File: config.mk
export PLATFORM = sky130hd
export DESIGN_NAME = cfg_scan_loader
export DESIGN_NICKNAME = d
export VERILOG_FILES = /design/src/rtl/cfg_scan_pkg.sv /design/src/rtl/cfg_crc8.sv /design/src/rtl/cfg_scan_loader.sv
export SDC_FILE = /design/constraint.sdc
export NUM_CORES = 1
export LEC_CHECK = 0
export CAP_MARGIN = 20
export CELL_PAD_IN_SITES_DETAIL_PLACEMENT = 0
export CELL_PAD_IN_SITES_GLOBAL_PLACEMENT = 2
export CORE_ASPECT_RATIO = 0.6
export CORE_MARGIN = 2
export CORE_UTILIZATION = 32
export CTS_CLUSTER_SIZE = 40
export DETAILED_ROUTE_END_ITERATION = 10
export PLACE_DENSITY = 0.83
export SETUP_SLACK_MARGIN = 0.5
export SYNTH_ARGS = -nofsm -noshare
export SYNTH_HDL_FRONTEND = slang
export SYNTH_SLANG_ARGS = --single-unit
export TNS_END_PERCENT = 1
File: constraint.sdc
create_clock -name clk -period 1.9 [get_ports clk]
set_input_delay 0.285 -clock clk [delete_from_list [all_inputs] [get_ports clk]]
set_output_delay 0.285 -clock clk [all_outputs]
set_load 0.01 [all_outputs]
File: src/rtl/cfg_scan_pkg.sv
// Shared definitions for the configuration scan-chain loader: FSM encoding and the CRC-8 step.
// The CRC helpers are only referenced when the loader is built with CFG_CRC_EN.
package cfg_scan_pkg;

    typedef enum logic [1:0] {
        ST_IDLE  = 2'd0,
        ST_LOAD  = 2'd1,
        ST_SHIFT = 2'd2,
        ST_DONE  = 2'd3
    } state_t;

    localparam logic [7:0] CRC8_POLY = 8'h07;

    // One serial MSB-first CRC-8 update: feedback is the outgoing MSB xor the new bit.
    function automatic logic [7:0] crc8_step(input logic [7:0] crc, input logic din);
        logic fb;
        fb = crc[7] ^ din;
        crc8_step = {crc[6:0], 1'b0} ^ (fb ? CRC8_POLY : 8'h00);
    endfunction

endpackage

File: src/rtl/cfg_crc8.sv
// Serial CRC-8 accumulator (poly 0x07, init 0x00); one bit per enabled cycle.
// Used only by cfg_scan_loader builds with CFG_CRC_EN defined.
module cfg_crc8
    import cfg_scan_pkg::*;
(
    input  logic       clk,
    input  logic       rst,
    input  logic       clr,
    input  logic       en,
    input  logic       din,
    output logic [7:0] crc
);

    always_ff @(posedge clk or posedge rst) begin
        if (rst) begin
            crc <= 8'h00;
        end else if (clr) begin
            crc <= 8'h00;
        end else if (en) begin
            crc <= crc8_step(crc, din);
        end
    end

endmodule

File: src/rtl/cfg_scan_loader.sv
// Serialises a valid/ready word stream into the configuration scan chain, LSB first, for exactly
// CHAIN_LEN shifts. Optional macro CFG_CRC_EN adds CRC-8 signatures crc_in (written) and crc_rb (read back).
module cfg_scan_loader
    import cfg_scan_pkg::*;
#(
    parameter int CHAIN_LEN = 1024,
    parameter int WORD_W    = 8
) (
    input  logic              clk,
    input  logic              rst,
    input  logic              start,
    input  logic              abort,
    output logic              busy,
    output logic              done,
    input  logic              s_valid,
    output logic              s_ready,
    input  logic [WORD_W-1:0] s_data,
    output logic              chain_scan_en,
    output logic              chain_wen,
    output logic              chain_scan_in,
    input  logic              chain_scan_out
`ifdef CFG_CRC_EN
    ,
    output logic [7:0]        crc_in,
    output logic [7:0]        crc_rb
`endif
);

    localparam int CNT_W = $clog2(CHAIN_LEN + 1);
    localparam int WC_W  = (WORD_W > 1) ? $clog2(WORD_W) : 1;
    localparam logic [CNT_W-1:0] LAST_BIT  = CNT_W'(CHAIN_LEN - 1);
    localparam logic [WC_W-1:0]  LAST_WBIT = WC_W'(WORD_W - 1);

    state_t            state;
    state_t            state_nx;
    logic [CNT_W-1:0]  bit_cnt;
    logic [WC_W-1:0]   wbit_cnt;
    logic [WORD_W-1:0] sreg;
    logic              start_ok;
    logic              xfer;

    // Stream handshake: a word moves on a rising clk edge where s_valid && s_ready.
    // s_ready is high only in LOAD and is withdrawn during abort, so an aborted cycle never transfers.
    assign xfer     = s_valid & s_ready;
    assign start_ok = (state == ST_IDLE) & start & ~abort;

    always_ff @(posedge clk or posedge rst) begin
        if (rst) begin
            state <= ST_IDLE;
        end else begin
            state <= state_nx;
        end
    end

    always_comb begin
        state_nx = state;
        if (abort) begin
            state_nx = ST_IDLE;
        end else begin
            case (state)
                ST_IDLE: begin
                    if (start) state_nx = ST_LOAD;
                end
                ST_LOAD: begin
                    if (s_valid) state_nx = ST_SHIFT;
                end
                ST_SHIFT: begin
                    // Chain length wins over word length: leftover word bits are dropped.
                    if (bit_cnt == LAST_BIT) begin
                        state_nx = ST_DONE;
                    end else if (wbit_cnt == LAST_WBIT) begin
                        state_nx = ST_LOAD;
                    end
                end
                ST_DONE: begin
                    state_nx = ST_IDLE;
                end
                default: begin
                    state_nx = ST_IDLE;
                end
            endcase
        end
    end

    always_comb begin
        busy          = 1'b0;
        done          = 1'b0;
        s_ready       = 1'b0;
        chain_scan_en = 1'b0;
        chain_wen     = 1'b0;
        case (state)
            ST_LOAD: begin
                busy          = 1'b1;
                s_ready       = ~abort;
                chain_scan_en = 1'b1;
            end
            ST_SHIFT: begin
                busy          = 1'b1;
                chain_scan_en = 1'b1;
                chain_wen     = 1'b1;
            end
            ST_DONE: begin
                done = 1'b1;
            end
            default: begin
                busy = 1'b0;
            end
        endcase
    end

    always_ff @(posedge clk or posedge rst) begin
        if (rst) begin
            bit_cnt  <= '0;
            wbit_cnt <= '0;
            sreg     <= '0;
        end else begin
            if (start_ok) begin
                bit_cnt <= '0;
            end
            if (xfer) begin
                sreg     <= s_data;
                wbit_cnt <= '0;
            end
            if (state == ST_SHIFT) begin
                sreg     <= sreg >> 1;
                bit_cnt  <= bit_cnt + CNT_W'(1);
                wbit_cnt <= wbit_cnt + WC_W'(1);
            end
        end
    end

    // Serial data comes straight off the shift-register flop, so it is glitch-free at the chain.
    assign chain_scan_in = sreg[0];

`ifdef CFG_CRC_EN
    cfg_crc8 u_crc_in (
        .clk (clk),
        .rst (rst),
        .clr (start_ok),
        .en  (chain_wen),
        .din (chain_scan_in),
        .crc (crc_in)
    );

    cfg_crc8 u_crc_rb (
        .clk (clk),
        .rst (rst),
        .clr (start_ok),
        .en  (chain_wen),
        .din (chain_scan_out),
        .crc (crc_rb)
    );
`else
    logic unused_scan_out;
    assign unused_scan_out = chain_scan_out;
`endif

endmodule

==> impl_metrics.xml, run 1 <==
<?xml version="1.0" encoding="UTF-8"?>
<metrics>
  <group name="timing">
    <metric name="setup_repair_after_global_routing_missed_its_margin" unit="">yes</metric>
    <metric name="worst-slew-pin-transition" unit="ps">351</metric>
    <metric name="final_hold_viol_count" unit="">0</metric>
    <metric name="max-slew-margin-rel" unit="%">76.6</metric>
    <metric name="finClkSkew" unit="ps">5.15</metric>
    <metric name="final_slew_viol_count" unit="">0</metric>
    <metric name="setup_violations" unit="">0</metric>
    <metric name="layout_worst_path_cycle_share" unit="%">83.6</metric>
    <metric name="setup-tns-final" unit="ps">0</metric>
    <metric name="achievable-frequency" unit="MHz">629</metric>
    <metric name="finalCriticalPeriod" unit="ps">1590</metric>
  </group>
  <group name="min_path">
    <metric name="hp-class" unit="">in2async</metric>
  </group>
  <group name="cells_and_area">
    <metric name="num-nets-final" unit="">179</metric>
    <metric name="final_cell_area" unit="µm²">1680</metric>
    <metric name="layout-area-overhead-vs-synth" unit="%">33.9</metric>
    <metric name="antenna-diode-count" unit="">0</metric>
    <metric name="drive_above_1_share" unit="%">19.9</metric>
  </group>
  <group name="critical_path">
    <metric name="critical_path.cell_chain" unit="">ha_4, nand4b_1, o311a_4, or3_1, a21oi_2</metric>
    <metric name="timing.setup.critical_path_class" unit="">reg2reg</metric>
    <metric name="timing.reg2reg.setup_slack" unit="ps">310</metric>
    <metric name="critical_path.endpoint_type" unit="">flop</metric>
    <metric name="timing.critical_path.slowest_stage_cell" unit="">dfrtp_1</metric>
    <metric name="worst_setup_path_start_kind" unit="">flop</metric>
    <metric name="timing.rr.end" unit="">state[0]</metric>
    <metric name="worstReg2RegStart" unit="">bit_cnt[1]</metric>
    <metric name="cp_data_required_time" unit="ps">2090</metric>
    <metric name="rr_worst_depth" unit="">5</metric>
    <metric name="worst_path_largest_cell_delay" unit="ps">390</metric>
    <metric name="crit_fanout" unit="">4</metric>
    <metric name="cp_data_arrival_time" unit="ps">1780</metric>
  </group>
  <group name="grt">
    <metric name="number_of_global_route_vias_before_repair" unit="">1016</metric>
    <metric name="grt_max_degree" unit="">25</metric>
    <metric name="grt_antenna_before_repair" unit="">0</metric>
    <metric name="overflow" unit="">0</metric>
    <metric name="grt_util_overall" unit="%">13.5</metric>
    <metric name="grt_first_pass_wirelength" unit="µm">4650</metric>
  </group>
  <group name="synth">
    <metric name="post_synth_inst_count" unit="">130</metric>
    <metric name="synth.distinct_cells" unit="">31</metric>
    <metric name="synthArstFlopShare" unit="%">100</metric>
    <metric name="yosysTopAreaCell" unit="">dfrtp_1</metric>
    <metric name="ys_ff_latch" unit="">24</metric>
    <metric name="netlist_top_cells_area" unit="">dfrtp_1, mux2i_1, o21ai_0, nand2_1, ha_1</metric>
    <metric name="syn_warnings" unit="">0</metric>
    <metric name="synth_enable_flop_cells" unit="">0</metric>
    <metric name="mappedNetlistNets" unit="">151</metric>
    <metric name="ys_top_cells_by_count" unit="">dfrtp_1, nand2_1, o21ai_0</metric>
    <metric name="syn-mean-instance-area" unit="µm²">9.63</metric>
    <metric name="synthFlopType" unit="">dfrtp_1</metric>
    <metric name="synthesis.area" unit="µm²">1250</metric>
    <metric name="synth_seq_area_share" unit="%">48.0</metric>
    <metric name="synth_largest_type_area_fraction" unit="%">48.0</metric>
  </group>
  <group name="routing">
    <metric name="drt_pass1_iterations" unit="">3</metric>
    <metric name="antenna_violating_nets_post_route" unit="">0</metric>
    <metric name="post_drt_wl_per_cell" unit="µm">13.2</metric>
    <metric name="detail_route.vias_per_cell" unit="">4.89</metric>
    <metric name="routed-via-count" unit="">992</metric>
    <metric name="routed_wirelength" unit="µm">2670</metric>
    <metric name="route.detailed.drc" unit="">0</metric>
    <metric name="drt_iter0_markers" unit="">51</metric>
  </group>
  <group name="pwr">
    <metric name="cellPowerDensity" unit="nW/µm²">990</metric>
    <metric name="p_sw" unit="µW">547</metric>
    <metric name="p_clk_share" unit="%">17.6</metric>
    <metric name="intPower" unit="µW">1110</metric>
    <metric name="share_of_total_power_in_sequential_cells" unit="%">44.7</metric>
    <metric name="ir_worst_vdd" unit="mV">0.411</metric>
    <metric name="power_switching_share" unit="%">32.9</metric>
    <metric name="pwr-share-comb" unit="%">37.6</metric>
    <metric name="total_leakage_power" unit="µW">0.000748</metric>
  </group>
  <group name="clock_tree">
    <metric name="clk_path_buf_depth" unit="">2</metric>
    <metric name="cts_buffers" unit="">3</metric>
    <metric name="clkLatencyLatePin" unit="ps">260</metric>
    <metric name="tritoncts_clock_tree" unit="">built</metric>
    <metric name="count_of_clock_tree_sinks" unit="">24</metric>
    <metric name="cts.reportedPaths.clkPinSlew" unit="ps">80</metric>
    <metric name="htree_num_levels" unit="">1</metric>
    <metric name="clk_root_buffer_cell" unit="">clkbuf_8</metric>
    <metric name="hold_buffers" unit="">0</metric>
  </group>
  <group name="job">
    <metric name="max_cap_violations" unit="">0</metric>
  </group>
  <group name="floorplan">
    <metric name="i_o_pins" unit="">20</metric>
    <metric name="die_height" unit="µm">52.5</metric>
    <metric name="die_w" unit="µm">84.8</metric>
    <metric name="fp-row-count" unit="">17</metric>
    <metric name="core_area" unit="µm²">3700</metric>
    <metric name="starting_density_of_the_core" unit="%">33.8</metric>
    <metric name="die_area" unit="µm²">4450</metric>
  </group>
  <group name="place">
    <metric name="detailed_place_hpwl" unit="µm">1830</metric>
    <metric name="final_weighted_congestion_in_routability_driven_placement" unit="">0.807</metric>
    <metric name="postPlaceCellArea" unit="µm²">1520</metric>
    <metric name="place.port_buffers" unit="">18</metric>
  </group>
  <group name="status">
    <metric name="outcome" unit="">finished, final reports clean</metric>
  </group>
</metrics>
==> flip-flops by register name, summed over array words and instances (netlist names) <==
register,count
state,2
sreg,8
wbit_cnt,3
bit_cnt,11
==> cells by family after synthesis <==
group,share of synthesized area (%)
multiplexers,7.99
adder cells (fa/ha/maj),6.99
AO/OA/AOI/OAI,12.9
XOR/XNOR,0.699
flip-flops,48.0
AND/OR/NAND/NOR,19.1
buffers and inverters,4.40
==> critical path: cells and delay by family, from the launching register on <==
family                   cells  cell delay (ps)
AND/OR/NAND/NOR              2              470
AO/OA/AOI/OAI                2              490
adder cells (fa/ha/maj)      1              160
flip-flops                   1              390
==> how the worst max path moves through the flow <==
stage / slack, ps / startpoint / cells past startpoint / endpoint
final: 310 / bit_cnt[1] / 5 / state[0]
after global placement: 120 / abort / 3 / s_ready
after floorplan: 380 / bit_cnt[0] / 5 / state[0]
after global routing: 240 / bit_cnt[7] / 4 / state[1]
after CTS: 340 / bit_cnt[1] / 5 / state[1]
after detailed placement: 140 / abort / 3 / s_ready
==> cells in the final DEF, fill, tap and decap left out, types with 2 or more instances in the layout <==
cell type | synthesis | final
nand3_1 | 5 | 5
mux2i_1 | 10 | 10
nand2_1 | 24 | 24
nand4_1 | 3 | 3
ha_1 | 7 | 4
buf_6 | 0 | 2
clkbuf_8 | 0 | 3
clkdlybuf4s15_1 | 0 | 3
o21ai_0 | 18 | 18
dfrtp_1 | 24 | 20
buf_4 | 1 | 7
nand2b_1 | 2 | 2
clkdlybuf4s50_1 | 0 | 13
and2_1 | 2 | 2
ha_4 | 0 | 2
dfrtp_2 | 0 | 4
o31ai_1 | 2 | 2
inv_1 | 8 | 7
and4_2 | 2 | 2
==> metal layers <==
metal	track usage (%)	up-vias	part of all wire (%)	routed length [µm]
met4	3.17	0	0	0
met5	0	-	0	0
met2	21.0	15	43	1150
met1	19.5	464	54	1450
li1	-	513	-	-
met3	2.83	0	2.9	77
==> metrics by stage <==
step	hold WS, ps	total power (µW)	std cells	setup WS [ps]	utilization (%)
6_report	372	1660	203	311	45.3
3_5_place_dp	466	1270	193	144	41.0
2_1_floorplan	300	1080	130	384	-
3_3_place_gp	458	1250	193	124	41.0
5_1_grt	414	1810	203	244	45.3
4_1_cts	386	1660	202	336	44.6
==> cell type report <==
cell class / count / area [µm²]
fillers: 379 / 2020
multi-input cells: 93 / 672
flip-flops and latches: 24 / 606
repair buffers: 28 / 269
well taps: 47 / 58.8
clock buffers: 3 / 41.3
inverters: 8 / 30.0
==> power by group through the flow <==
stage	clock network, µW	registers [µW]	logic [µW]
final	293	743	625
after global routing	330	761	716
after CTS	307	742	607
after detailed placement	0	765	505
after global placement	0	759	488
after floorplan	0	746	332
==> repair_timing <==
action / CTS / global route
setup buffers: 6 / 1
resized for setup: 22 / 4
setup endpoints to repair: 28 / 29
pin swaps: 2 / 1
(Power assumes the default switching activity.)
==> inputs of run 2 (changes only) <==
==> constraint.sdc (replaced) <==
create_clock -name clk -period 1.6 [get_ports clk]
set_input_delay 0.24 -clock clk [delete_from_list [all_inputs] [get_ports clk]]
set_output_delay 0.24 -clock clk [all_outputs]
set_load 0.01 [all_outputs]
==> impl_metrics.xml, run 2 (synthesis results as in run 1) <==
<?xml version="1.0" encoding="UTF-8"?>
<metrics>
  <group name="pwr">
    <metric name="power_switching_share" unit="%">31.9</metric>
    <metric name="cellPowerDensity" unit="nW/µm²">1230</metric>
    <metric name="pwr-share-comb" unit="%">36.0</metric>
    <metric name="total_leakage_power" unit="µW">0.000846</metric>
    <metric name="intPower" unit="µW">1520</metric>
    <metric name="ir_worst_vdd" unit="mV">0.558</metric>
    <metric name="p_sw" unit="µW">710</metric>
    <metric name="p_clk_share" unit="%">24.5</metric>
    <metric name="share_of_total_power_in_sequential_cells" unit="%">39.5</metric>
  </group>
  <group name="cells_and_area">
    <metric name="layout-area-overhead-vs-synth" unit="%">44.5</metric>
    <metric name="final_cell_area" unit="µm²">1810</metric>
    <metric name="final_core_util" unit="%">48.9</metric>
    <metric name="drive_above_1_share" unit="%">28.9</metric>
    <metric name="num-nets-final" unit="">188</metric>
    <metric name="final_cell_mix" unit="">dfrtp_1, nand2_1, buf_4</metric>
    <metric name="fin_cells" unit="">213</metric>
    <metric name="antenna-diode-count" unit="">0</metric>
    <metric name="registers.top_by_ff_count" unit="">bit_cnt</metric>
    <metric name="mostFrequentLayoutCell" unit="">dfrtp_1</metric>
    <metric name="largest_register_ff_count" unit="">11</metric>
    <metric name="reg.largest.list" unit="">bit_cnt (11), sreg (8), wbit_cnt (3)</metric>
  </group>
  <group name="critical_path">
    <metric name="worstReg2RegStart" unit="">bit_cnt[0]</metric>
    <metric name="rr_worst_depth" unit="">5</metric>
    <metric name="timing.setup.critical_path_class" unit="">reg2reg</metric>
    <metric name="timing.critical_path.from" unit="">bit_cnt[0]</metric>
    <metric name="timing.reg2reg.setup_slack" unit="ps">50</metric>
    <metric name="crit_path_end" unit="">state[0]</metric>
    <metric name="critical_path.endpoint_type" unit="">flop</metric>
    <metric name="cp_data_required_time" unit="ps">1800</metric>
    <metric name="worst_setup_path_start_kind" unit="">flop</metric>
    <metric name="cp_data_arrival_time" unit="ps">1750</metric>
    <metric name="crit_fanout" unit="">3</metric>
    <metric name="timing.rr.end" unit="">state[0]</metric>
  </group>
  <group name="floorplan">
    <metric name="fp-row-count" unit="">17</metric>
    <metric name="die_height" unit="µm">52.5</metric>
    <metric name="die_area" unit="µm²">4450</metric>
    <metric name="starting_density_of_the_core" unit="%">33.8</metric>
    <metric name="i_o_pins" unit="">20</metric>
    <metric name="die_w" unit="µm">84.8</metric>
    <metric name="core_area" unit="µm²">3700</metric>
  </group>
  <group name="place">
    <metric name="placed_cells" unit="">204</metric>
    <metric name="postPlaceCellArea" unit="µm²">1600</metric>
    <metric name="place.port_buffers" unit="">18</metric>
    <metric name="final_weighted_congestion_in_routability_driven_placement" unit="">0.781</metric>
    <metric name="detailed_place_hpwl" unit="µm">1930</metric>
  </group>
  <group name="routing">
    <metric name="routed_wirelength" unit="µm">2810</metric>
    <metric name="route.detailed.drc" unit="">0</metric>
    <metric name="post_drt_wl_per_cell" unit="µm">13.2</metric>
    <metric name="drt_pass1_iterations" unit="">4</metric>
    <metric name="routed-via-count" unit="">1054</metric>
    <metric name="detail_route.vias_per_cell" unit="">4.95</metric>
    <metric name="antenna_violating_nets_post_route" unit="">0</metric>
    <metric name="drt_iter0_markers" unit="">46</metric>
  </group>
  <group name="clock_tree">
    <metric name="count_of_clock_tree_sinks" unit="">24</metric>
    <metric name="tritoncts_clock_tree" unit="">built</metric>
    <metric name="clk_root_buffer_cell" unit="">clkbuf_8</metric>
    <metric name="clk_path_buf_depth" unit="">2</metric>
    <metric name="cts_buffers" unit="">3</metric>
    <metric name="cts.reportedPaths.clkPinSlew" unit="ps">90</metric>
    <metric name="clkLatencyLatePin" unit="ps">280</metric>
    <metric name="htree_num_levels" unit="">1</metric>
  </group>
  <group name="timing">
    <metric name="achievable-frequency" unit="MHz">645</metric>
    <metric name="max-slew-margin-rel" unit="%">76.9</metric>
    <metric name="layout_worst_path_cycle_share" unit="%">96.9</metric>
    <metric name="timing.hold.ws" unit="ps">301</metric>
    <metric name="setup-tns-final" unit="ps">0</metric>
    <metric name="worst-slew-pin-transition" unit="ps">343</metric>
    <metric name="finClkSkew" unit="ps">4.19</metric>
    <metric name="final_slew_viol_count" unit="">0</metric>
    <metric name="setup_violations" unit="">0</metric>
    <metric name="finalCriticalPeriod" unit="ps">1550</metric>
    <metric name="final_hold_viol_count" unit="">0</metric>
    <metric name="setup_repair_after_global_routing_missed_its_margin" unit="">yes</metric>
  </group>
  <group name="min_path">
    <metric name="hp-class" unit="">in2async</metric>
  </group>
  <group name="grt">
    <metric name="grt_first_pass_wirelength" unit="µm">4710</metric>
    <metric name="grt_util_overall" unit="%">13.9</metric>
    <metric name="grt_max_degree" unit="">25</metric>
    <metric name="number_of_global_route_vias_before_repair" unit="">970</metric>
    <metric name="grt_antenna_before_repair" unit="">0</metric>
    <metric name="overflow" unit="">0</metric>
  </group>
  <group name="job">
    <metric name="max_cap_violations" unit="">0</metric>
  </group>
  <group name="status">
    <metric name="outcome" unit="">finished, final reports clean</metric>
  </group>
</metrics>
[run 2: changes by cell type in the layout (fill, tap and decap cells not counted), sizes merged]
cell / delta
buf: +13
clkbuf: +1
dlygate4sd2: -1
clkdlybuf4s15: -3
bufinv: +1
clkdlybuf4s50: -1
[run 2: how the worst min path moves through the flow]
| stage | start | end | cells past startpoint |
|---|---|---|---|
| global route | rst | sreg[0] | 3 |
| global placement | sreg[3] | sreg[2] | 2 |
| finish | rst | sreg[0] | 3 |
| floorplan | rst | bit_cnt[0] | 1 |
| CTS | rst | sreg[0] | 3 |
| detailed placement | sreg[3] | sreg[2] | 2 |
[run 2: power by group through the flow]
stage / clock [µW] / sequential, µW / combinational, µW
final: 546 / 880 / 801
after global routing: 589 / 901 / 903
after CTS: 565 / 875 / 756
after detailed placement: 0 / 882 / 687
after global placement: 0 / 877 / 674
after floorplan: 0 / 885 / 394
[run 2: per-layer routing]
| metal | share of wire (%) | wire (µm) | GRT usage, % |
|---|---|---|---|
| met3 | 3.2 | 91 | 2.99 |
| met1 | 53 | 1480 | 19.5 |
| met5 | 0 | 0 | 0 |
| met2 | 42 | 1190 | 20.9 |
| met4 | 1.6 | 44 | 5.56 |
[run 2: timing repair]
item / 4_1_cts / 5_1_grt
buffers inserted: 4 / 0
pin swaps: 6 / 6
gates resized for setup: 30 / 28
hold buffers: 0 / 0
endpoints found under the setup margin: 30 / 30
hold endpoints to repair: 0 / 0
cloned: 1 / 0
[run 2: critical path, cell delays in order, from the launching register on]
cell and delay [ps]:
dfrtp_1 400, ha_4 150, nand4b_1 120, o311a_1 350, or3_1 320, a21oi_1 130
[run 2: final cells by class]
type	instances	area, µm²
flip-flops and latches	24	601
well taps	47	58.8
repair buffers	37	349
clock inverters	1	30.0
multi-input cells	93	697
fillers	359	1890
clock buffers	3	41.3
inverters	8	32.5
[run 2: through the flow]
stage / setup slack (ps) / total power (µW)
floorplan: 83.6 / 1280
global placement: -11.6 / 1550
detailed placement: -23.9 / 1570
CTS: 34.8 / 2200
global route: -54.7 / 2390
finish: 49.2 / 2230
==> inputs of run 3 (changes only) <==
--- a/config.mk
+++ b/config.mk
@@ -8,12 +8,12 @@
 export CAP_MARGIN = 20
 export CELL_PAD_IN_SITES_DETAIL_PLACEMENT = 0
 export CELL_PAD_IN_SITES_GLOBAL_PLACEMENT = 2
-export CORE_ASPECT_RATIO = 0.6
+export CORE_ASPECT_RATIO = 1.25
 export CORE_MARGIN = 2
 export CORE_UTILIZATION = 32
 export CTS_CLUSTER_SIZE = 40
 export DETAILED_ROUTE_END_ITERATION = 10
-export PLACE_DENSITY = 0.83
+export PLACE_DENSITY = 0.85
 export SETUP_SLACK_MARGIN = 0.5
 export SYNTH_ARGS = -nofsm -noshare
 export SYNTH_HDL_FRONTEND = slang
==> impl_metrics.xml, run 3 (synthesis results as in run 1) <==
<?xml version="1.0" encoding="UTF-8"?>
<metrics>
  <group name="routing">
    <metric name="antenna_violating_nets_post_route" unit="">0</metric>
    <metric name="routed_wirelength" unit="µm">2690</metric>
    <metric name="routed-via-count" unit="">1024</metric>
    <metric name="drt_pass1_iterations" unit="">4</metric>
    <metric name="detail_route.vias_per_cell" unit="">5.02</metric>
    <metric name="post_drt_wl_per_cell" unit="µm">13.2</metric>
    <metric name="route.detailed.drc" unit="">0</metric>
    <metric name="drt_iter0_markers" unit="">20</metric>
  </group>
  <group name="critical_path">
    <metric name="timing.rr.end" unit="">state[0]</metric>
    <metric name="timing.setup.critical_path_class" unit="">reg2reg</metric>
    <metric name="timing.reg2reg.setup_slack" unit="ps">50</metric>
    <metric name="critPathTopFamily" unit="">compound AO/OA/AOI/OAI gates</metric>
    <metric name="worst_path_largest_cell_delay" unit="ps">400</metric>
    <metric name="critical_path.endpoint_type" unit="">flop</metric>
    <metric name="crit_fanout" unit="">4</metric>
    <metric name="worst_setup_path_start_kind" unit="">flop</metric>
    <metric name="critical_path.cell_chain" unit="">ha_4, nand4b_1, o311a_1, or3_1, a21oi_2</metric>
    <metric name="worstReg2RegStart" unit="">bit_cnt[0]</metric>
    <metric name="timing.critical_path.slowest_stage_cell" unit="">dfrtp_1</metric>
    <metric name="path_buf_inv" unit="">0</metric>
    <metric name="cp_data_required_time" unit="ps">1800</metric>
    <metric name="rr_worst_depth" unit="">5</metric>
    <metric name="cp_data_arrival_time" unit="ps">1750</metric>
  </group>
  <group name="cells_and_area">
    <metric name="layout-area-overhead-vs-synth" unit="%">37.9</metric>
    <metric name="num-nets-final" unit="">186</metric>
    <metric name="reg.largest.list" unit="">bit_cnt (11), sreg (8), wbit_cnt (3)</metric>
    <metric name="drive_above_1_share" unit="%">26.2</metric>
    <metric name="final_core_util" unit="%">46.0</metric>
    <metric name="largest_register_ff_count" unit="">11</metric>
    <metric name="registers.top_by_ff_count" unit="">bit_cnt</metric>
    <metric name="final_cell_area" unit="µm²">1730</metric>
    <metric name="mostFrequentLayoutCell" unit="">dfrtp_1</metric>
    <metric name="final_cell_mix" unit="">dfrtp_1, nand2_1, buf_4</metric>
    <metric name="antenna-diode-count" unit="">0</metric>
  </group>
  <group name="floorplan">
    <metric name="die_area" unit="µm²">4430</metric>
    <metric name="i_o_pins" unit="">20</metric>
    <metric name="core_area" unit="µm²">3750</metric>
    <metric name="starting_density_of_the_core" unit="%">33.4</metric>
    <metric name="fp-row-count" unit="">25</metric>
    <metric name="die_height" unit="µm">73.9</metric>
    <metric name="die_w" unit="µm">60.0</metric>
  </group>
  <group name="pwr">
    <metric name="p_total" unit="µW">2170</metric>
    <metric name="ir_worst_vdd" unit="mV">0.597</metric>
    <metric name="cellPowerDensity" unit="nW/µm²">1260</metric>
    <metric name="share_of_total_power_in_sequential_cells" unit="%">40.9</metric>
    <metric name="pwr-share-comb" unit="%">34.5</metric>
    <metric name="power_switching_share" unit="%">31.3</metric>
    <metric name="total_leakage_power" unit="µW">0.000821</metric>
    <metric name="p_clk_share" unit="%">24.6</metric>
    <metric name="p_sw" unit="µW">679</metric>
    <metric name="intPower" unit="µW">1490</metric>
  </group>
  <group name="place">
    <metric name="detailed_place_hpwl" unit="µm">1920</metric>
    <metric name="final_weighted_congestion_in_routability_driven_placement" unit="">0.744</metric>
    <metric name="postPlaceCellArea" unit="µm²">1580</metric>
    <metric name="dp_worst_setup_slack" unit="ps">-21.1</metric>
    <metric name="place.port_buffers" unit="">18</metric>
  </group>
  <group name="min_path">
    <metric name="hp-class" unit="">in2async</metric>
  </group>
  <group name="clock_tree">
    <metric name="count_of_clock_tree_sinks" unit="">24</metric>
    <metric name="clkLatencyLatePin" unit="ps">270</metric>
    <metric name="cts.reportedPaths.clkPinSlew" unit="ps">90</metric>
    <metric name="htree_num_levels" unit="">1</metric>
    <metric name="tritoncts_clock_tree" unit="">built</metric>
    <metric name="clk_root_buffer_cell" unit="">clkbuf_8</metric>
    <metric name="hold_buffers" unit="">0</metric>
    <metric name="clk_path_buf_depth" unit="">2</metric>
    <metric name="cts_buffers" unit="">3</metric>
  </group>
  <group name="timing">
    <metric name="max-slew-margin-rel" unit="%">78.7</metric>
    <metric name="setup_repair_after_global_routing_missed_its_margin" unit="">yes</metric>
    <metric name="setup_violations" unit="">0</metric>
    <metric name="finClkSkew" unit="ps">4.79</metric>
    <metric name="worst-slew-pin-transition" unit="ps">319</metric>
    <metric name="final_hold_viol_count" unit="">0</metric>
    <metric name="final_slew_viol_count" unit="">0</metric>
    <metric name="achievable-frequency" unit="MHz">644</metric>
    <metric name="finalCriticalPeriod" unit="ps">1550</metric>
    <metric name="setup-tns-final" unit="ps">0</metric>
    <metric name="layout_worst_path_cycle_share" unit="%">97.0</metric>
    <metric name="final_critical_path_setup_slack" unit="ps">47.7</metric>
  </group>
  <group name="grt">
    <metric name="grt_max_degree" unit="">25</metric>
    <metric name="overflow" unit="">0</metric>
    <metric name="grt_util_overall" unit="%">14.2</metric>
    <metric name="grt_antenna_before_repair" unit="">0</metric>
    <metric name="grt_first_pass_wirelength" unit="µm">4760</metric>
    <metric name="number_of_global_route_vias_before_repair" unit="">1062</metric>
  </group>
  <group name="job">
    <metric name="max_cap_violations" unit="">0</metric>
  </group>
  <group name="status">
    <metric name="outcome" unit="">finished, final reports clean</metric>
  </group>
</metrics>
## run 3: per-stage QoR
stage / hold slack (ps) / instances
global route: 344 / 204
global placement: 463 / 195
finish: 310 / 204
detailed placement: 484 / 195
CTS: 314 / 204
floorplan: 255 / 130
## run 3: area by class of cell
class                      count  area [µm²]
multi-input combinational     93         664
fill                         378        2030
sequential                    24         601
timing repair buffer          35         310
tap                           40        50.0
clock inverter                 1        30.0
inverter                       8        30.0
clock buffer                   3        41.3
## run 3: worst reg2reg max path, delay by kind of cell, from the launching register on
kind	cells	cell delay, ps
AOI/OAI and AO/OA	2	470
and+or+nand+nor	2	450
DFF	1	400
adders and majority gates	1	170
## run 3: worst max-delay path by stage
| stage | startpoint | to | cells past startpoint | slack, ps |
|---|---|---|---|---|
| 6_report | bit_cnt[0] | state[0] | 5 | 50 |
| 4_1_cts | bit_cnt[0] | state[0] | 5 | 50 |
| 2_1_floorplan | bit_cnt[0] | state[0] | 5 | 80 |
| 3_3_place_gp | abort | s_ready | 3 | -20 |
| 3_5_place_dp | abort | s_ready | 3 | -20 |
| 5_1_grt | bit_cnt[0] | state[0] | 5 | -30 |
## run 3: per-layer routing
metal	GRT usage [%]	vias up	wire length (µm)
li1	-	523	-
met3	2.09	2	63
met2	25.8	12	1490
met5	0	-	0
met4	5.19	0	25
met1	16.6	487	1110
## run 3: power groups by stage
stage               clock, µW  sequential (µW)  combinational, µW
global route              570              911                867
global placement            0              875                672
floorplan                   0              885                394
CTS                       553              889                743
detailed placement          0              886                698
finish                    533              887                749
## run 3: repair_timing
item | CTS | global route
pin swaps | 5 | 4
cloned | 1 | 0
setup buffers | 4 | 0
endpoints found under the setup margin | 30 | 30
gates resized for setup | 19 | 23
==> RTL change 1: new RTL, flow settings as in run 3 <==
Re-encode `state_t` (4 states) as one-hot, 4 bits wide.
--- a/src/rtl/cfg_scan_pkg.sv
+++ b/src/rtl/cfg_scan_pkg.sv
@@ -2,11 +2,11 @@
 // The CRC helpers are only referenced when the loader is built with CFG_CRC_EN.
 package cfg_scan_pkg;
 
-    typedef enum logic [1:0] {
-        ST_IDLE  = 2'd0,
-        ST_LOAD  = 2'd1,
-        ST_SHIFT = 2'd2,
-        ST_DONE  = 2'd3
+    typedef enum logic [3:0] {
+        ST_IDLE  = 4'b0001,
+        ST_LOAD  = 4'b0010,
+        ST_SHIFT = 4'b0100,
+        ST_DONE  = 4'b1000
     } state_t;
 
     localparam logic [7:0] CRC8_POLY = 8'h07;
Check against the original RTL: same outputs for any inputs over 10 cycles, from zero or initial values and one cycle with rst high; not proved beyond that.
==> RTL change 1 against run 3 <==
The flow now finishes with violations (negative setup slack); fmax decreased by 8.1%; setup slack got worse by 140 ps; die area up 7.6%; sequential cell count increased by 2; wire length is 13% higher; cell area rose by 9.9%; area after synthesis up 8.1%; critical endpoint is now bit_cnt[6]; largest cell class unchanged.
Power is not compared: it rests on default switching activity, and its combinational part moved more than twofold at a synthesized area within 25%.
==> RTL change 1: results <==
set metrics [dict create \
    wire_per_inst_um 12.9 \
    clk_share_pct 2.37 \
    viasPerCell 4.90 \
    place_inst 229 \
    placed_area_mm2 0.00168 \
    buffer_area_share_pct 20.3 \
    finalNetCount 199 \
    ys_seq_area_share_pct 48.2 \
    wl_mm 3.05 \
    met1_usage_pct 16.1 \
    synthTopCellsByCount "dfrtp_1 (25), nand2_1 (24), a21oi_1 (14), nor2_1 (12), nand3_1 (10)" \
    grt_pass1_wl_mm 5.45 \
    pre_cts_slack_ps -309 \
    finalWorstSetupSlack_ps -89.0 \
    critical_path_arrival_ps 1890 \
    yosys-top-cells-area "dfrtp_1 (46%), nand2_1 (6.7%), a21oi_1 (5.2%)" \
    globalplace.congestion 0.767 \
    hp-class "in -> reg" \
    grt_pass1_vias 1243 \
    ys_types 37 \
    top_regs "bit_cnt: 11 flops, sreg: 8 flops, state: 4 flops" \
    wl_met3_um 96 \
    setup_viol 8 \
    inverters 3 \
    track_usage_pct 14.1 \
    multi_input_area_um2 729 \
    utilization_pct 46.7 \
    grt_max_degree 27 \
    synthCells 146 \
    violations "negative setup slack" \
    status "finished, violations left" \
    ctsHtreeMaxLevel 1 \
    maxSlewHeadroom_pct 77.3 \
    setup-tns-final_ps -473 \
    route.met2.wl_mm 1.55 \
    seq_area_um2 652 \
    multi_input_cells 109 \
    crit_end "bit_cnt[6]" \
    synth_nets 163 \
    syn_avg_cell_area_um2 9.27 \
    clkbuf_count 4 \
    use_met3_pct 2.20 \
    met2_usage_pct 26.1 \
    cp_max_fo 6 \
]
==> RTL change 1: changes by cell type after synthesis, moves of 4 or more <==
cell	change
a21oi_1	+12
ha_1	-4
inv_1	-6
mux2i_1	-6
nand3_1	+5
nor2_1	+10
o21ai_0	-12
==> RTL change 1: timing repair <==
| action | 4_1_cts | 5_1_grt |
|---|---|---|
| pin swaps | 23 | 8 |
| setup endpoints to repair | 32 | 31 |
| resized for setup | 48 | 13 |
| buffers inserted | 2 | 1 |
| cloned | 1 | 0 |
==> RTL change 1: critical path: stages, from the launching register on <==
cell and delay [ps]:
dfstp_2 390, or4b_4 590, buf_12 170, nor2_4 110, and3_4 190, mux2i_1 170
==> RTL change 1: cells by family (layout without fill, tap and decap cells) <==
logic type      count (synthesis)  count (layout)  synth area share [%]
compound gates                 31              31                  13.4
xor+xnor                        3               3                  1.94
simple gates                   68              68                  25.3
flops                          26              26                  48.2
fa+ha+maj                       3               3                  2.77
mux                             4               4                  2.96
buf+inv                        11              46                  5.45
==> RTL change 2: new RTL, config.mk and constraints of run 3 <==
Without the edit above. The parameter `CHAIN_LEN` goes from 1024 to 2048.
--- a/src/rtl/cfg_scan_loader.sv
+++ b/src/rtl/cfg_scan_loader.sv
@@ -3,7 +3,7 @@
 module cfg_scan_loader
     import cfg_scan_pkg::*;
 #(
-    parameter int CHAIN_LEN = 1024,
+    parameter int CHAIN_LEN = 2048,
     parameter int WORD_W    = 8
 ) (
     input  logic              clk,
Behaviour: no difference found for any inputs over 10 cycles, from zero or initial values and one cycle with rst high; that may be too few to reach the edited logic, so the function may still have changed.
==> RTL change 2 against run 3 <==
Fmax rose by 0.68%; count of clock-buffer cells in the layout up 1; setup slack improved by 10 ps; cell count up 11%; via count grew 9.1%; global-route usage shrank 1.2 points; sequential cell count up 1; sequential share of layout area is 0.77 points lower; non-clock buffer count shrank 2; total power is 1.6% lower; area after synthesis grew 9.6%; cell area is 6.5% higher; wire length is 5.7% higher; critical path depth grew 2.
==> RTL change 2: results <==
set metrics [dict create \
    grt_pass1_wl_mm 5.02 \
    drive_gt1_share_pct 24.6 \
    max_freq_mhz 649 \
    peakVddDrop_v 0.000645 \
    ys_seq_area_share_pct 45.6 \
    clk_latency_ps 270 \
    r2r_cells 7 \
    cts-root-buf "clkbuf_8" \
    cp_max_fo 8 \
    leakage_nw 0.843 \
    grt_max_degree 26 \
    slowest_delay_ps 440 \
    crit_end "state[1]" \
    finalNetCount 193 \
    synthXorXnorAreaFrac_pct 1.91 \
    fill_cells 429 \
    wl_mm 2.84 \
    synth_nets 160 \
    syn_avg_cell_area_um2 9.87 \
    grt_pass1_vias 1174 \
    status "finished, final reports clean" \
    muxShareOfSynthArea_pct 5.83 \
    cts.clk_slew.worst_paths_ps 80 \
    synth_top_area_share_pct 45.6 \
    r2r_slack_ps 60 \
    track_usage_pct 13.0 \
    ys_types 36 \
    synthAdderAreaFrac_pct 6.38 \
    globalplace.congestion 0.738 \
    detailroute.via_count 1117 \
    synthTopCellsByCount "dfrtp_1 (25), nand2_1 (23), o21ai_0 (17), inv_1 (8), mux2i_1 (8)" \
    startpoint "state[0]" \
    dp_hpwl_mm 2.11 \
    post-cts-setup-buffers 5 \
    hold_ws_ps 315 \
    place_inst 218 \
    synth_compound_gate_area_share_pct 15.6 \
    path_delay_family "flip-flops" \
    yosys-top-cells-area "dfrtp_1 (46%), ha_1 (6.4%), nand2_1 (6.3%)" \
    skew_ps 1.80 \
    maxSlewHeadroom_pct 76.9 \
    pre_cts_slack_ps -41.9 \
    top_regs "bit_cnt: 12 flops, sreg: 8 flops, wbit_cnt: 3 flops" \
    placed_area_mm2 0.00171 \
    viasPerCell 4.92 \
]
[RTL change 2: power breakdown]
| part | internal (mW) | switching, mW | total, mW |
|---|---|---|---|
| registers | 0.796 | 0.119 | 0.914 |
| logic | 0.441 | 0.399 | 0.840 |
| clock network | 0.179 | 0.201 | 0.380 |
[RTL change 2: layout make-up]
cell class / instances / area (um2) / share of cell area, %
clock buffers: 4 / 45.0 / 2.45
inverters: 8 / 33.8 / 1.84
multi-input cells: 101 / 758 / 41.2
flip-flops and latches: 25 / 626 / 34.0
well taps: 56 / 70.1 / 3.81
repair buffers: 33 / 307 / 16.7
[RTL change 2: layer usage]
metal / vias to the layer above / track usage [%] / share of wire [%] / wire (um)
met2: 15 / 24.9 / 56 / 1600
met3: 5 / 2.35 / 2.8 / 79
met4: 0 / 6.44 / 1.9 / 53
met5: - / 0 / 0 / 0
li1: 556 / - / - / -
met1: 541 / 13.3 / 39 / 1100
